File: config.mk
export PLATFORM = sky130hd
export DESIGN_NAME = program_loader
export DESIGN_NICKNAME = d
export VERILOG_FILES = /design/src/rtl/program_loader.sv
export SDC_FILE = /design/constraint.sdc
export NUM_CORES = 1
export LEC_CHECK = 0
export ABC_AREA = 1
export BUFFER_PORTS_ARGS = -buffer_cell sky130_fd_sc_hd__buf_2
export CAP_MARGIN = 20
export CORE_ASPECT_RATIO = 0.6
export CORE_MARGIN = 4
export CORE_UTILIZATION = 25
export DETAILED_ROUTE_END_ITERATION = 10
export MAX_ROUTING_LAYER = met4
export PLACE_DENSITY = 0.38
export SETUP_SLACK_MARGIN = 0.3
export SLEW_MARGIN = 25
export SYNTH_ARGS = -nofsm -noshare
export SYNTH_HDL_FRONTEND = slang
export SYNTH_SLANG_ARGS = --single-unit
File: constraint.sdc
create_clock -name CLK -period 6.9 [get_ports CLK]
set_input_delay 0.345 -clock CLK [delete_from_list [all_inputs] [get_ports CLK]]
set_output_delay 0.345 -clock CLK [all_outputs]
set_load 0.03 [all_outputs]
File: src/rtl/program_loader.sv
// Instruction-memory loader: streams a program into local memory, then serves
// zero-latency instruction fetches to the CPU until the next load request.
module program_loader #(
  parameter int DEPTH = 32,
  parameter int AW    = 5
) (
  input  logic          CLK,
  input  logic          RESET,
  input  logic          load_start,
  input  logic          load_valid,
  input  logic [31:0]   load_data,
  input  logic          load_last,
  output logic          load_ready,
  input  logic [31:0]   pc,
  output logic [31:0]   instr,
  output logic          cpu_run,
  output logic [AW:0]   word_count,
  output logic          load_error,
  output logic [1:0]    dbg_state
);

  typedef enum logic [1:0] {
    S_IDLE = 2'd0,
    S_LOAD = 2'd1,
    S_RUN  = 2'd2,
    S_ERR  = 2'd3
  } state_t;

  localparam logic [AW:0] LAST_IDX = (AW+1)'(DEPTH - 1);

  state_t         r_state;
  logic [AW:0]    r_word_count;
  logic [31:0]    r_mem [DEPTH];

  logic           w_accept;
  logic [AW-1:0]  w_idx;
  logic           w_hit;

  // Handshake: a beat transfers on a rising edge where load_valid && load_ready;
  // load_ready depends on state only, and load_last is meaningful only with load_valid.
  assign w_accept = (r_state == S_LOAD) && load_valid;

  always_ff @(posedge CLK or posedge RESET) begin
    if (RESET) begin
      r_state      <= S_IDLE;
      r_word_count <= '0;
    end else begin
      case (r_state)
        S_IDLE: begin
          if (load_start) begin
            r_state      <= S_LOAD;
            r_word_count <= '0;
          end
        end
        S_LOAD: begin
          if (load_valid) begin
            r_word_count <= r_word_count + (AW+1)'(1);
            if (load_last)
              r_state <= S_RUN;
            else if (r_word_count == LAST_IDX)
              r_state <= S_ERR;
          end
        end
        S_RUN, S_ERR: begin
          if (load_start) begin
            r_state      <= S_LOAD;
            r_word_count <= '0;
          end
        end
        default: r_state <= S_IDLE;
      endcase
    end
  end

  // Memory is never cleared; word_count gates every read instead.
  always_ff @(posedge CLK) begin
    if (w_accept)
      r_mem[r_word_count[AW-1:0]] <= load_data;
  end

  assign w_idx = pc[AW+1:2];
  assign w_hit = (r_state == S_RUN) && (pc[1:0] == 2'b00) &&
                 (pc[31:AW+2] == '0) && ({1'b0, w_idx} < r_word_count);

  assign instr      = w_hit ? r_mem[w_idx] : 32'h0000_0000;
  assign load_ready = (r_state == S_LOAD);
  assign cpu_run    = (r_state == S_RUN);
  assign load_error = (r_state == S_ERR);
  assign word_count = r_word_count;
  assign dbg_state  = r_state;

endmodule

Word-level counts from Yosys, hierarchy flattened
Memories as Yosys holds them, arrays and structs flattened.
Index checks and enable logic that the tools add are counted.
W data, S select, Z words.
{"block": "word_totals", "out_inout_bits": 43, "ram_bits": 1024, "latchBits": 0, "in_bits": 69, "memories": 1, "ff_bits": 8, "romBits": 0}
{"block": "classes", "reduce_logical": 10, "shifts": 0, "mux": 11, "eq_ne": 7, "div_mod_pow": 0, "mul": 0, "bitwise": 0, "addsub": 1, "magnitude_cmp": 1}
{"memory": "r_mem", "words": 32, "width": 32, "rd": 1, "rd_ports_with_merged_regs": 0, "wr": 1, "line_no": "33", "text": "logic [31:0] r_mem [DEPTH];"}
{"operator": "$mux W32", "count": 1}
{"operator": "$logic_not A25 Y1", "count": 1}
{"operator": "$mux W6", "count": 2}
{"operator": "$pmux W6 S2", "count": 1}
{"operator": "$mux W2", "count": 4}
{"operator": "$add A6 B1 Y6 const B", "count": 1}
{"operator": "$eq A6 B5 Y1 const B", "count": 1}
{"operator": "$lt A5 B6 Y1", "count": 1}
{"operator": "$eq A2 B2 Y1 const B", "count": 2}
{"operator": "$logic_and A1 B1 Y1", "count": 4}
{"operator": "$logic_not A2 Y1", "count": 2}
{"operator": "$pmux W2 S2", "count": 1}
{"operator": "$ne A3 B2 Y1 const B", "count": 1}
{"operator": "$reduce_and A3 Y1", "count": 1}
{"operator": "$reduce_or A3 Y1", "count": 1}
{"operator": "$eq A2 B1 Y1 const B", "count": 1}
{"operator": "$mux W1", "count": 2}
{"operator": "$ne A2 B1 Y1 const B", "count": 1}
{"operator": "$ne A2 B2 Y1 const B", "count": 1}
{"operator": "$reduce_and A2 Y1", "count": 1}

Depth between registers and ports, before layout
Gate-level depths: netlist (run 1).
{"block": "logic_depth", "word_depth": 5, "depth_mapped": 12}

Worst setup path after synthesis (run 1)
No wires, ideal clock.
{"block": "synth_path", "kind": "register to register", "from": "register r_state[0] (netlist: dbg_state[0])", "to": "memory r_mem[0][0] (enable)", "slack_ns": 3.424, "n_path_buf": 0, "required_ns": 6.479, "setup_ns": 0.421, "t_arrival_ns": 3.055, "path_stages_with_launch": 7, "path_cell_list": "dfrtp_1 inv_1 nor2_1 nand2_1 inv_1 nand2_1 nor2_1"}
{"block": "synth_via", "elab_chain_len": 4}
{"element": "start, declared", "line_no": "31", "text": "state_t r_state;"}
{"element": "start signal, assigned", "line_no": "45", "text": "r_state <= S_IDLE;"}
{"element": "start signal, assigned", "line_no": "51", "text": "r_state <= S_LOAD;"}
{"element": "start signal, assigned", "line_no": "59", "text": "r_state <= S_RUN;"}
{"element": "$eq A2 B1 Y1"}
{"element": "via load_ready", "line_no": "13", "text": "output logic load_ready,"}
{"element": "$logic_and A1 B1 Y1", "line_no": "41", "text": "assign w_accept = (r_state == S_LOAD) && load_valid;"}
{"element": "$mux W1", "line_no": "77", "text": "if (w_accept)"}
{"element": "$mux W1 (implied by the code)", "line_no": "78", "text": "r_mem[r_word_count[AW-1:0]] <= load_data;"}
{"element": "end, declared", "line_no": "33"}
The timed path passes the listed nets, and every way through them passes these cells.

Worst setup path in the final report (run 1)
{"block": "layout_path", "from": "register r_word_count[4] (netlist: word_count[4])", "to": "output instr[0]"}
{"block": "layout_via", "elab_chain_len": 3}
{"element": "start, declared", "line_no": "32", "text": "logic [AW:0] r_word_count;"}
{"element": "start signal, assigned", "line_no": "57", "text": "r_word_count <= r_word_count + (AW+1)'(1);"}
{"element": "$lt A5 B6 Y1", "line_no": "83", "text": "(pc[31:AW+2] == '0) && ({1'b0, w_idx} < r_word_count);"}
{"element": "$logic_and A1 B1 Y1", "line_no": "83"}
{"element": "$mux W32", "line_no": "85", "text": "assign instr = w_hit ? r_mem[w_idx] : 32'h0000_0000;"}
{"element": "end, declared", "line_no": "15", "text": "output logic [31:0] instr,"}
No other way between the ends.

==> results.ini, run 1 <==
[power]
power.leakage_uw = 0.0165
power-per-cell-area_nw_per_um2 = 284
worst_ir_drop_vdd_uv = 171

[global_route]
grt_start_max_net_pins = 146
grt_pass1_wl_um = 207000
grt_util_met1_pct = 26.6
global_route.peak_usage_layer = met1
globalRoute.totalOverflow = 0
m2_gr_usage_pct = 23.0
grt_use_met3_pct = 2.48
antenna_found_initial = 18
all_layer_gr_usage_pct = 16.9
vias_in_the_first_global_route = 26400

[floorplan]
fp-row-count = 115
io_pins = 112
die_height_um = 325
die_width_um = 536
floorplan.core_area_um2 = 165000
start_util_pct = 25.3
design.die.area_um2 = 174000

[cts]
tritoncts_num_sinks = 1032
resized_cells_post_cts = 0
clk-insertion-delay-late_ps = 700
htree_levels = 3
cts_tree = built
tritoncts_buffers = 98
clk_root_buffer_cell = clkbuf_16
postCtsSetupRepairBufs = 0
cts.path.max_buffers = 3
clkTransAtPathRegs_ps = 70
hold_buffers = 3

[placement]
finalWeightedCongestion = 0.725
dp.final_hpwl_um = 73600
io_buffers = 111

[synth]
mappedNetlistNets = 3560
adder_cell_area_share_of_the_yosys_netlist_pct = 0.239
avgSynthCellArea_um2 = 12.0
synthMuxAreaShare_pct = 0
syn-instance-count = 3483
synth_sequential_area_ratio_pct = 74.0
synth_xor_xnor_area_share_pct = 0
netlist_area_before_placement_um2 = 41800
synth_warnings = 0
post_synthesis_simple_gate_area_fraction_pct = 22.0
synth.lib_cells_used.distinct = 21
fraction_of_the_mapped_netlist_area_in_compound_gates_pct = 0.590
synth.ff_latch_count = 1032
largest_family_of_logic_cells_by_synthesized_area = simple AND/OR/NAND/NOR gates

[detailed_routing]
wl_um = 146000
via_count = 27300
routed_via_density = 4.67
first_iter_violations = 2685
post_drt_wl_per_cell_um = 25.0
drt_drc_violations_left = 0
antenna_left = 0
drt_first_pass_iters = 5

[cells_and_area]
layout.cells.most_common = nand2_1
layout_common_cells = 1160 x nand2_1, 1024 x edfxtp_1, 895 x nand3_1, 107 x buf_2, 101 x clkbuf_16
nets = 3613
share_of_post_route_cells_with_drive_strength_above_1_pct = 9.46
final_core_util_pct = 29.1
syn2layout_area_growth_pct = 14.9
filler_cell_count = 17000

[sta]
worst_slew_pin_slew_ps = 1060
rsz0062_at_grt = false
final-hold-violation-count = 0
timing.max_slew.rel_slack_pct = 29.0
number_of_failing_setup_endpoints_in_the_final_timing_report = 0
timing.final.crit_share_pct = 64.1
timing.clock.skew_ps = 19.1
final_critical_path_time_including_i_o_delays_and_setup_ps = 4420
timing.setup.tns_ps = 0
maxSlewViolCount = 0
maxClockFrequency_mhz = 226

[setup_path]
crit_fanout = 18
startpoint_type = flop
worst_ep_arrival_time_ps = 4080
path_type_of_the_worst_setup_path = reg -> out
crit_required_ps = 6550
critPathCaptureType = output pin

[hold_path]
timing.hold.worst.class = in -> reg

[run_status]
outcome = finished, final reports clean

[job]
maxCapViolCount = 0

worst max-delay path, cell delays in order, from the launching register on:
cell     delay (ps)
dfrtp_1         490
inv_1           190
ha_1            240
nand2_1          90
nand2_1          50
nor2_1           90
nand2_1          50
nor2_1          180
nand2_1         100
inv_2           550
buf_4           500
nand2_1         190
nor2_1          330
buf_2           280
area by class of cell:
| class | count | area [um2] | area share, % |
|---|---|---|---|
| tap | 2223 | 2780 | 5.79 |
| antenna | 1 | 2.50 | 0.00521 |
| timing repair buffer | 173 | 1190 | 2.48 |
| clock inverter | 60 | 588 | 1.22 |
| sequential | 1032 | 30900 | 64.4 |
| inverter | 24 | 134 | 0.279 |
| clock buffer | 119 | 2590 | 5.40 |
| multi-input combinational | 2207 | 9780 | 20.4 |
metrics by stage:
stage	instance area, um2	instances	hold WS [ps]	total power (uW)	worst slack, ps
3_5_place_dp	44800	5656	319	8230	2740
3_3_place_gp	44700	5652	321	8230	2720
5_1_grt	48000	5839	139	14200	2260
2_1_floorplan	41800	3483	161	7760	3420
4_1_cts	48000	5838	89.2	13800	2370
6_report	48000	5839	134	13600	2480
cell usage after synthesis:
library cell | count | share of area [%]
clkinv_1 | 1 | 0.0090
inv_2 | 4 | 0.036
ha_1 | 8 | 0.24
o21ai_0 | 9 | 0.11
edfxtp_1 | 1024 | 74
inv_1 | 18 | 0.16
dfrtp_1 | 8 | 0.48
o32ai_1 | 1 | 0.021
buf_2 | 123 | 1.5
nor2_1 | 96 | 0.86
nand2_1 | 1160 | 10
clkbuf_1 | 30 | 0.27
buf_8 | 1 | 0.036
a22oi_1 | 1 | 0.018
inv_6 | 1 | 0.021
buf_1 | 22 | 0.20
o21ai_1 | 2 | 0.024
buf_6 | 18 | 0.48
nand3_1 | 895 | 11
a21oi_1 | 35 | 0.42
buf_4 | 26 | 0.47
logic make-up after synthesis:
| family | Yosys count |
|---|---|
| flops | 1032 |
| buf+inv | 244 |
| fa+ha+maj | 8 |
| simple gates | 2151 |
| compound gates | 48 |
flip-flops by register name, summed over array words and instances (netlist names):
register,count
word_count,6
dbg_state,2
r_mem,1024
path summary, 6_finish.rpt:
| path | start | endpoint | slack [ps] | cells after the start |
|---|---|---|---|---|
| worst max-delay path | word_count[4] | instr[0] | 2480 | 13 |
| worst min-delay path | load_data[25] | r_mem[19][25] | 130 | 1 |
| worst max register to register | dbg_state[0] | r_mem[26][24] | 3150 | 7 |
| worst min register to register | dbg_state[1] | dbg_state[1] | 580 | 2 |
| max in group asynchronous | RESET | word_count[5] | 6510 | 3 |
| min in group asynchronous | RESET | dbg_state[0] | 140 | 3 |
report_power, final:
part           leakage [uW]  total (uW)  internal [uW]  switching (uW)
Sequential          0.00931        7060           7020            39.2
Clock               0.00156        5550           3090            2470
Combinational       0.00564        1020            223             801
Total                0.0165       13600          10300            3310
layer usage:
| layer | routed length [um] | up-vias | share of wire, % |
|---|---|---|---|
| met2 | 59900 | 823 | 41 |
| met1 | 75800 | 13900 | 52 |
| li1 | - | 12400 | - |
| met3 | 8220 | 148 | 5.6 |
| met5 | 0 | - | 0 |
| met4 | 1920 | 0 | 1.3 |
No activity file was read; power rests on OpenSTA's default activity.
==> run 2: changes to the inputs <==
ABC_AREA = 0   (was 1)
clock period = 4.12 ns   (was 6.9 ns; I/O delays follow)
==> results.ini, run 2 <==
[floorplan]
io_pins = 112  ; unchanged
die_width_um = 527  ; -1.6%
start_util_pct = 25.2  ; -0.18 points
fp-row-count = 114  ; -0.87%
die_height_um = 320  ; -1.6%
design.die.area_um2 = 169000  ; -3.1%
floorplan.core_area_um2 = 161000  ; -2.5%

[synth]
avgSynthCellArea_um2 = 20.3  ; +69%
netlist_top_cells_area = edfxtp_1 76%, mux4_2 7.4%, mux2i_1 4.6%
netlist_area_before_placement_um2 = 40500  ; -3.2%
synth-edff-count = 1024  ; unchanged
synth-async-reset-ratio_pct = 0.775  ; unchanged
dominant_cell_by_count_in_the_synthesized_netlist = edfxtp_1
synth_warnings = 0  ; unchanged
synthFlopType = edfxtp_1
synth_sequential_area_ratio_pct = 76.5  ; +2.4 points
mappedNetlistNets = 2067  ; -42%
synth_top_area_share_pct = 76.0  ; +2.4 points
synth.top_cells.by_count = 1024 x edfxtp_1, 188 x mux2i_1, 133 x mux4_2, 67 x a21oi_1, 63 x mux2_2
synth.lib_cells_used.distinct = 43  ; +100%
syn-instance-count = 1990  ; -43%
yosysTopAreaCell = edfxtp_1
synth.ff_latch_count = 1032  ; unchanged

[cts]
clkTransAtPathRegs_ps = 70  ; about the same
clk-insertion-delay-late_ps = 690  ; about the same
clk_root_buffer_cell = clkbuf_16
cts_tree = built
htree_levels = 3  ; unchanged
tritoncts_buffers = 97  ; -1.0%
cts.path.max_buffers = 3  ; unchanged
tritoncts_num_sinks = 1032  ; unchanged

[cells_and_area]
final_cell_area_um2 = 47700  ; -0.59%
layout.cells.most_common = edfxtp_1
largest_register_ffs = 1024  ; unchanged
nets = 2277  ; -37%
syn2layout_area_growth_pct = 17.9
finalNonFillerCells = 4431  ; -24%
filler_cell_count = 15800  ; -7.1%
layout_common_cells = 1024 x edfxtp_1, 188 x mux2i_1, 133 x mux4_2, 107 x buf_2, 99 x clkbuf_16
share_of_post_route_cells_with_drive_strength_above_1_pct = 26.9  ; +17 points

[setup_path]
timing.critical_path.from = dbg_state[1]
critical-path-max-stage-delay_ps = 550  ; about the same
critical_path_cell_by_cell = nor2b_4 -> nand3_1 -> nor4_4 -> o21ai_4 -> buf_12 -> buf_4 -> buf_4 -> o32ai_2 -> clkbuf_4
path_type_of_the_worst_setup_path = reg -> out
critPathCaptureType = output pin
crit_slowest_cell = dfrtp_1
crit_fanout = 4  ; -14
critical_path.reg2reg.startpoint = dbg_state[0]
worst_ep_arrival_time_ps = 3460  ; -620 ps
rr_worst_depth = 6  ; -1
cpMostUsedCell = buf_4
ff2ff_setup_slack_ps = 720  ; -2430 ps
startpoint_type = flop
reg2reg_to = r_mem[5][29]
crit_required_ps = 3910  ; -2640 ps

[placement]
io_buffers = 111  ; unchanged
dp.final_hpwl_um = 75600  ; +2.8%
finalWeightedCongestion = 0.784  ; +8.1%
postPlaceCellArea_um2 = 44400  ; -1.0%
dp_cells = 4228  ; -25%

[global_route]
antenna_found_initial = 6  ; -12
grt_pass1_wl_um = 176000  ; -15%
globalRoute.totalOverflow = 0  ; unchanged
all_layer_gr_usage_pct = 15.2  ; -1.7 points
vias_in_the_first_global_route = 21200  ; -20%
grt_start_max_net_pins = 84  ; -42%

[sta]
worst_slew_pin_slew_ps = 887  ; -178 ps
holdWs_ps = 37.7  ; -96.5 ps
rsz0062_at_grt = false
timing.clock.skew_ps = 17.0  ; -2.14 ps
timing.max_slew.rel_slack_pct = 40.8  ; +12 points
timing.final.crit_share_pct = 88.9
final_critical_path_time_including_i_o_delays_and_setup_ps = 3660
maxClockFrequency_mhz = 273
final-hold-violation-count = 0  ; unchanged
timing.setup.tns_ps = 0  ; unchanged
maxSlewViolCount = 0  ; unchanged
number_of_failing_setup_endpoints_in_the_final_timing_report = 0  ; unchanged

[detailed_routing]
routed_via_density = 4.74  ; +1.5%
via_count = 21000  ; -23%
wl_um = 126000  ; -13%
antenna_left = 0  ; unchanged
drt_first_pass_iters = 5  ; unchanged
drt_drc_violations_left = 0  ; unchanged
post_drt_wl_per_cell_um = 28.5  ; +14%
first_iter_violations = 1823  ; -32%

[hold_path]
holdPathEnd = r_mem[9][1]
min-delay-start = load_data[1]
timing.hold.worst.class = in -> reg
hold_path_cells = 1  ; unchanged

[job]
maxCapViolCount = 0  ; unchanged

[power]
power.leakage_uw = 0.0150  ; -9.1%
worst_ir_drop_vdd_uv = 372  ; +120%
power-per-cell-area_nw_per_um2 = 468  ; +65%

[run_status]
outcome = finished, final reports clean

-- run 2: cell count changes after synthesis, moves of 61 or more --
cell	change
buf_2	-107
mux2_2	+63
mux2i_1	+188
mux4_2	+133
nand2_1	-1147
nand3_1	-886
nor2_1	-61
o221ai_1	+62
-- run 2: metal layers --
metal / GRT usage (%) / routed length (um) / vias to the layer above
li1: - / - / 8835
met1: 23.6 / 66300 / 11500
met4: 3.20 / 2450 / 0
met5: - / 0 / -
met2: 20.5 / 51800 / 525
met3: 2.61 / 5850 / 166
-- run 2: cells by family (layout without fill, tap and decap cells) --
group,Yosys count,count (layout),synth area share (%)
AOI/OAI and AO/OA,296,296,5.75
xor gates and xnor gates,1,1,0.0216
adders and majority gates,8,8,0.247
buffers and inverters,127,417,1.75
DFF,1032,1032,76.5
muxes,384,384,13.8
other,0,5,0
and+or+nand+nor,142,142,1.96
-- run 2: final cells by class --
class	instances	area, um2	share of cell area [%]
diodes	5	12.5	0.0262
clock buffers	125	2570	5.39
clock inverters	54	478	1.00
inverters	11	42.5	0.0891
multi-input cells	831	9220	19.3
flip-flops and latches	1032	31000	64.8
well taps	2146	2690	5.62
repair buffers	227	1780	3.72
-- run 2: metrics by stage --
step | setup WS [ps] | util [%] | total power, uW
2_1_floorplan | 701 | - | 12900
3_3_place_gp | -271 | 27.6 | 13600
3_5_place_dp | 123 | 27.6 | 13700
4_1_cts | 360 | 29.6 | 22600
5_1_grt | 344 | 29.7 | 23200
6_report | 457 | 29.7 | 22300
-- run 2: worst max-delay path by stage --
stage	end	slack [ps]
after floorplan	r_mem[31][0]	700
after global placement	instr[26]	-270
after detailed placement	instr[26]	120
after CTS	instr[13]	360
after global routing	instr[13]	340
final	instr[13]	460
-- run 2: repair_timing --
action,in CTS,in global routing
endpoints found under the setup margin,32,11
resized for setup,14,5
setup buffers,5,0
hold buffers,14,0
gates cloned,0,0
hold endpoints to repair,223,0
pin swaps,3,0
-- run 2: critical path: cells and delay by family (launching register included) --
kind,cells,cell delay (ps)
AOI/OAI and AO/OA,2,580
DFF,1,550
buffers and inverters,4,750
and+or+nand+nor,3,870
-- run 2: power breakdown --
group,internal (uW),switching [uW]
clock,4920,3970
sequential,11800,67.6
combinational,501,1110
==> run 3: changes to the inputs <==
RECOVER_POWER = 100   (was not set)
==> results.ini, run 3 (synthesis results as in run 2) <==
[run_status]
outcome = finished, violations left
failed_checks = max-capacitance violations, max-slew violations

[cells_and_area]
share_of_post_route_cells_with_drive_strength_above_1_pct = 23.9  ; -3.0 points
layout_common_cells = 1024 x edfxtp_1, 188 x mux2i_1, 133 x mux4_2, 99 x clkbuf_16, 86 x clkbuf_1
syn2layout_area_growth_pct = 17.2
final_cell_area_um2 = 47400  ; -0.63%
layout.cells.most_common = edfxtp_1
finalNonFillerCells = 4432  ; +0.023%
final_core_util_pct = 29.5  ; -0.19 points
largest_register_ffs = 1024  ; unchanged
filler_cell_count = 15800  ; +0.39%
nets = 2277  ; unchanged

[global_route]
globalRoute.totalOverflow = 0  ; unchanged
vias_in_the_first_global_route = 21200  ; unchanged
all_layer_gr_usage_pct = 15.2  ; unchanged
grt_start_max_net_pins = 84  ; unchanged
grt_pass1_wl_um = 176000  ; unchanged
antenna_found_initial = 5  ; -1

[cts]
cts.path.max_buffers = 3  ; unchanged
clkTransAtPathRegs_ps = 70  ; about the same
clk_root_buffer_cell = clkbuf_16
tritoncts_buffers = 97  ; unchanged
tritoncts_num_sinks = 1032  ; unchanged
htree_levels = 3  ; unchanged
clk-insertion-delay-late_ps = 690  ; about the same
cts_tree = built

[setup_path]
path_type_of_the_worst_setup_path = reg -> out
ff2ff_setup_slack_ps = 390  ; -330 ps
crit_fanout = 16  ; +12
critical_path.reg2reg.startpoint = dbg_state[0]
critPathCaptureType = output pin
startpoint_type = flop
crit_required_ps = 3910  ; about the same
timing.critical_path.from = dbg_state[1]
worst_ep_arrival_time_ps = 3660  ; +200 ps

[floorplan]
design.die.area_um2 = 169000  ; unchanged
floorplan.core_area_um2 = 161000  ; unchanged
die_width_um = 527  ; unchanged
die_height_um = 320  ; unchanged
fp-row-count = 114  ; unchanged
start_util_pct = 25.2  ; unchanged
io_pins = 112  ; unchanged

[placement]
finalWeightedCongestion = 0.784  ; unchanged
postPlaceCellArea_um2 = 44400  ; unchanged
io_buffers = 111  ; unchanged
dp.final_hpwl_um = 75600  ; unchanged
dp_cells = 4228  ; unchanged

[power]
finalPower_uw = 22300  ; -0.14%
power-per-cell-area_nw_per_um2 = 470  ; +0.50%
worst_ir_drop_vdd_uv = 373  ; +0.40%
power.leakage_uw = 0.0148  ; -1.7%

[sta]
timing.max_slew.rel_slack_pct = -13.6  ; -54 points
holdWs_ps = 184  ; +147 ps
timing.clock.skew_ps = 20.6  ; +3.66 ps
rsz0062_at_grt = false
number_of_failing_setup_endpoints_in_the_final_timing_report = 0  ; unchanged
final_critical_path_time_including_i_o_delays_and_setup_ps = 3860  ; +201 ps
final-hold-violation-count = 0  ; unchanged
worst_slew_pin_slew_ps = 1700  ; +818 ps
maxSlewViolCount = 165  ; +165
timing.final.crit_share_pct = 93.8  ; +4.9 points
maxClockFrequency_mhz = 259  ; -5.2%

[detailed_routing]
post_drt_wl_per_cell_um = 28.5  ; about the same
routed_via_density = 4.76  ; +0.27%
wl_um = 126000  ; about the same
drt_drc_violations_left = 0  ; unchanged
first_iter_violations = 1720  ; -5.7%
drt_first_pass_iters = 5  ; unchanged
antenna_left = 0  ; unchanged
via_count = 21100  ; +0.29%

[hold_path]
timing.hold.worst.class = in -> async

[job]
maxCapViolCount = 5  ; +5

run 3: repair_timing:
action | CTS | global route
hold buffers | 14 | 0
pin swaps | 3 | 0
setup buffers | 5 | 0
gates resized for setup | 14 | 5
endpoints found under the hold margin | 223 | 0
endpoints found under the setup margin | 32 | 11
run 3: path summary, 6_finish.rpt:
check,to,cells past startpoint
worst max-delay path,instr[25],7
worst min-delay path,dbg_state[1],3
worst max register to register,r_mem[25][23],6
worst min register to register,word_count[1],1
max in group asynchronous,word_count[4],3
min in group CLK,r_mem[10][1],1
run 3: per-stage QoR:
| stage | worst slack (ps) | setup TNS, ps |
|---|---|---|
| floorplan | 701 | 0 |
| global route | 180 | 0 |
| detailed placement | 123 | 0 |
| global placement | -271 | -997 |
| CTS | 360 | 0 |
| finish | 256 | 0 |
run 3: report_power, final:
part	switching, uW	leakage, uW	internal [uW]	total [uW]
Clock	3970	0.00148	4920	8880
Sequential	68.0	0.00932	11800	11800
Combinational	1100	0.00397	478	1580
Total	5130	0.0148	17200	22300
run 3: layout make-up:
class | instances | area (um2) | share of cell area (%)
antenna | 6 | 15.0 | 0.0317
clock buffer | 125 | 2570 | 5.43
clock inverter | 54 | 478 | 1.01
inverter | 11 | 42.5 | 0.0897
multi-input combinational | 831 | 9110 | 19.2
sequential | 1032 | 31000 | 65.2
tap | 2146 | 2690 | 5.66
timing repair buffer | 227 | 1580 | 3.34
run 3: critical path, stage by stage, from the launching register on:
cell and delay, ps:
dfrtp_1 560, nor2b_4 350, nand3_1 150, nor4_2 480
o21ai_4 220, buf_4 350, o32ai_2 540, buf_2 300
run 3: layer usage:
layer  global-route usage (%)  vias to the layer above  wire, um
li1                         -                     8832         -
met1                     23.6                    11500     65800
met2                     20.5                      570     52000
met3                     2.61                      171      6100
met4                     3.20                        0      2500
met5                        -                        -         0
